### config.mk
export PLATFORM = sky130hd
export DESIGN_NAME = memory_copy_engine
export DESIGN_NICKNAME = d
export VERILOG_FILES = /design/src/rtl/memory_copy_engine.sv
export SDC_FILE = /design/constraint.sdc
export NUM_CORES = 1
export LEC_CHECK = 0
export CORE_MARGIN = 1.5
export CORE_UTILIZATION = 58
export CTS_CLUSTER_SIZE = 10
export DETAILED_ROUTE_END_ITERATION = 8
export DONT_BUFFER_PORTS = 1
export PLACE_DENSITY = 0.76
export SYNTH_ARGS = -nofsm -noshare
export SYNTH_HDL_FRONTEND = slang
export SYNTH_SLANG_ARGS = --single-unit
### constraint.sdc
create_clock -name clock -period 2.4 [get_ports clock]
set_clock_uncertainty 0.15 [all_clocks]
set_input_delay 0.36 -clock clock [delete_from_list [all_inputs] [get_ports clock]]
set_output_delay 0.36 -clock clock [all_outputs]
set_load 0.02 [all_outputs]
### src/rtl/memory_copy_engine.sv
// memory_copy_engine
//   Copies word_count 32-bit words from source_address to destination_address,
//   one word at a time: a READ cycle captures the source word, the following
//   WRITE cycle stores it. Addresses are forced to word alignment.
//
// Ports
//   clock                 single clock, rising edge
//   reset                 synchronous active-high reset
//   start                 copy request, sampled only in IDLE
//   source_address        byte address of first source word
//   destination_address   byte address of first destination word
//   word_count            number of words to copy (0 = no memory access)
//   busy                  high in READ and WRITE
//   done                  one-cycle completion pulse
//   memory_address        word-aligned address to the data memory
//   memory_write_enable   write strobe (gated low while reset is high)
//   memory_write_data     write word
//   memory_read_data      combinational read data for memory_address
//
// state | meaning
// IDLE  | waiting for start; outputs quiet
// READ  | source word presented, captured into holding register at the edge
// WRITE | holding register written to destination; pointers advance
// DONE  | one-cycle done pulse, back to IDLE
module memory_copy_engine #(
  parameter int count_width = 7
) (
  input  logic                   clock,
  input  logic                   reset,
  input  logic                   start,
  input  logic [31:0]            source_address,
  input  logic [31:0]            destination_address,
  input  logic [count_width-1:0] word_count,
  output logic                   busy,
  output logic                   done,
  output logic [31:0]            memory_address,
  output logic                   memory_write_enable,
  output logic [31:0]            memory_write_data,
  input  logic [31:0]            memory_read_data
);

  typedef enum logic [1:0] {
    IDLE  = 2'd0,
    READ  = 2'd1,
    WRITE = 2'd2,
    DONE  = 2'd3
  } state_t;

  localparam logic [count_width-1:0] count_one = count_width'(1);

  state_t                 state;
  state_t                 next_state;
  logic [31:0]            source_pointer;
  logic [31:0]            destination_pointer;
  logic [count_width-1:0] remaining;
  logic [31:0]            holding;

  always_ff @(posedge clock) begin
    if (reset) begin
      state               <= IDLE;
      source_pointer      <= '0;
      destination_pointer <= '0;
      remaining           <= '0;
      holding             <= '0;
    end else begin
      state <= next_state;
      unique case (state)
        IDLE: begin
          if (start) begin
            source_pointer      <= source_address;
            destination_pointer <= destination_address;
            remaining           <= word_count;
          end
        end
        READ: begin
          holding <= memory_read_data;
        end
        WRITE: begin
          // 32-bit adders wrap naturally modulo 2**32
          source_pointer      <= source_pointer + 32'd4;
          destination_pointer <= destination_pointer + 32'd4;
          remaining           <= remaining - count_one;
        end
        default: ;
      endcase
    end
  end

  always_comb begin
    next_state          = state;
    busy                = 1'b0;
    done                = 1'b0;
    memory_address      = '0;
    memory_write_enable = 1'b0;
    memory_write_data   = '0;
    unique case (state)
      IDLE: begin
        if (start) next_state = (word_count != '0) ? READ : DONE;
      end
      READ: begin
        busy           = 1'b1;
        memory_address = {source_pointer[31:2], 2'b00};
        next_state     = WRITE;
      end
      WRITE: begin
        busy                = 1'b1;
        memory_address      = {destination_pointer[31:2], 2'b00};
        // a write must never commit at a reset edge
        memory_write_enable = ~reset;
        memory_write_data   = holding;
        next_state          = (remaining == count_one) ? DONE : READ;
      end
      DONE: begin
        done       = 1'b1;
        next_state = IDLE;
      end
      default: next_state = IDLE;
    endcase
  end

endmodule

==> flow_summary.ini <==
[place]
hpwl_um = 13700
gp_congestion = 0.988
port_buffers = 0
place_area_um2 = 6820

[timing]
fin_crit_ns = 2.38
hold_violations = 0
slew_violations = 0
finalSetupTns_ns = 0
clock.fmax_ghz = 0.421
hold_ws_ns = 0.00579
min_period_over_period_pct = 99.0
setup_viol = 0
worst_slew_pin_slew_ns = 0.542
rsz0062_at_grt = true
slew_headroom_pct = 63.6

[drt]
drtIter0Drc = 544
drtAntennaViolNets = 0
routed-via-count = 6761
dr.pass1.iters = 5
wirelength_um = 20300
post_drt_wl_per_cell_um = 20.0
wl_met3_um = 1840
vias_per_cell = 6.64
met1Wirelength_um = 8280
dr_wl_met2_um = 9530
drc = 0
top_layer = met4

[flow_run]
cap_violations = 0

[layout]
n_antenna_cell = 0
layout.nets = 991
layout_commonest_cell = dfxtp_1
final_cell_mix = 100 x dfxtp_1, 77 x nor2_1, 72 x buf_4
n_fill_cell = 853
stdcell_area_um2 = 7440
drive_gt1_share_pct = 14.5
area_growth_pct = 18.3

[clock_network]
cts_htree_levels = 3
clockBufferDepth = 2
cts.sinks = 101
numCtsBuffers = 9
cts_tree = built
clk_latency_ns = 0.39
clkTransAtPathRegs_ns = 0.10
clockRootBuffer = clkbuf_8

[global_routing]
overflow = 0
grt_start_max_net_pins = 94
first_global_vias = 6424
grt_use_total_pct = 35.5
antenna_found_initial = 0
grt_pass1_wl_um = 32600

[setup_path]
end_kind = output port
cp_data_required_time_ns = 1.89
crit_type = reg2out
critical_path.max_fanout = 31
worstPathArrival_ns = 1.87
start_kind = register

[power]
p_clk_share_pct = 13.1
seqPwrFrac_pct = 34.6
ir_drop_uv = 1330
power.leakage_nw = 2.70
switchingPower_mw = 3.87
switching_share_pct = 46.2
intPower_mw = 4.51
pwr-share-comb_pct = 52.3
p_total_mw = 8.37
powerDensity_nw_per_um2 = 1120

[status]
status = finished, final reports clean

[min_path]
hold_path.class = in2reg

[yosys]
synth_area_um2 = 6290
ys_types = 61
synth_seq_cells = 101
yosys.area.top_type = dfxtp_1
synth_edf_count = 0
async_flop_share_pct = 0
syn_area_per_cell_um2 = 7.66
yosys-top-cells-area = dfxtp_1 32%, mux2i_1 6.0%, nor2_1 4.7%, a21oi_1 4.5%, a22oi_1 3.8%
yosysWarningCount = 0
yosys.area.top_type_share_pct = 32.1
ys_seq_area_share_pct = 32.1
synth_flop_cell = dfxtp_1
netlist_instances = 821

[floorplanning]
rows = 37
ios = 173
die_h_um = 107
die_w_um = 107
die_area_um2 = 11500
start_util_pct = 60.4
core_um2 = 10400
==> sequential cells by signal, indices dropped and copies added, names as in the netlist <==
name                 flops
remaining                7
holding                 32
source_pointer          30
state                    2
destination_pointer     30
==> stage by stage <==
| stage | setup slack (ns) | utilization [%] | instances |
|---|---|---|---|
| after floorplan | 0.00888 | - | 822 |
| after global placement | 0.144 | 65.5 | 963 |
| after detailed placement | 0.0845 | 65.5 | 963 |
| after CTS | 0.0390 | 71.0 | 1016 |
| after global routing | -0.0519 | 71.4 | 1018 |
| final | 0.0244 | 71.4 | 1018 |
==> final cells by class <==
| cell class | count | area, um2 | share of cell area, % |
|---|---|---|---|
| multi-input cells | 635 | 3970 | 53.3 |
| repair buffers | 113 | 1020 | 13.7 |
| inverters | 17 | 63.8 | 0.857 |
| well taps | 136 | 170 | 2.29 |
| flip-flops and latches | 101 | 2020 | 27.2 |
| clock buffers | 11 | 151 | 2.03 |
| clock inverters | 5 | 42.5 | 0.572 |
==> final timing paths <==
| check | startpoint | end | slack (ns) | cells past startpoint |
|---|---|---|---|---|
| max | state[1]$_SDFFE_PP0P_ | memory_address[17] | 0.02 | 5 |
| min | memory_read_data[9] | holding[9]$_SDFFE_PP0N_ | 0.006 | 2 |
| max reg2reg | state[1]$_SDFFE_PP0P_ | destination_pointer[12]$_SDFFE_PP0P_ | 0.13 | 8 |
| min reg2reg | holding[29]$_SDFFE_PP0N_ | holding[29]$_SDFFE_PP0N_ | 0.35 | 2 |
==> power groups by stage <==
stage / clock (mW) / sequential [mW] / combinational [mW]
floorplan: 0 / 2.71 / 2.89
global placement: 0 / 2.86 / 3.98
detailed placement: 0 / 2.89 / 4.11
CTS: 1.10 / 2.86 / 4.24
global route: 1.16 / 2.96 / 4.73
finish: 1.10 / 2.90 / 4.37
==> logic make-up after synthesis <==
kind of cell | after synthesis | share of synthesized area (%)
xor+xnor | 2 | 0.279
flops | 101 | 32.1
other cells | 1 | 0.0596
simple gates | 369 | 31.5
mux | 40 | 6.41
compound gates | 214 | 22.2
buf+inv | 86 | 5.79
fa+ha+maj | 8 | 1.59
==> Yosys cell counts (12+ instances only) <==
cell type,count
o21ai_0,33
a22oi_1,32
a21oi_1,57
o211ai_1,12
or4_1,13
nor3_1,16
or3_1,16
nand4_1,21
and2_1,36
nand2_1,63
dfxtp_1,101
nor2b_1,32
mux2i_1,38
and3_1,26
a31oi_1,16
inv_1,17
a211oi_1,13
clkbuf_1,49
nor2_1,78
nand3_1,38
==> worst max-delay path, stage by stage, from the launching register on <==
cell and delay [ns]:
dfxtp_1 0.44, inv_1 0.09, ha_1 0.32, buf_12 0.19, a21boi_1 0.26, buf_4 0.18
==> timing repair <==
action	in CTS	in global routing
gates resized for setup	2	12
setup endpoints to repair	23	35
endpoints found under the hold margin	93	0
pin swaps	0	0
buffers inserted	3	2
hold buffers	34	0
==> layer usage <==
layer,vias up,track usage (%)
met4,0,15.3
li1,3127,-
met2,406,59.2
met3,53,5.47
met1,3175,45.4
met5,-,0
(Power assumes the default switching activity.)
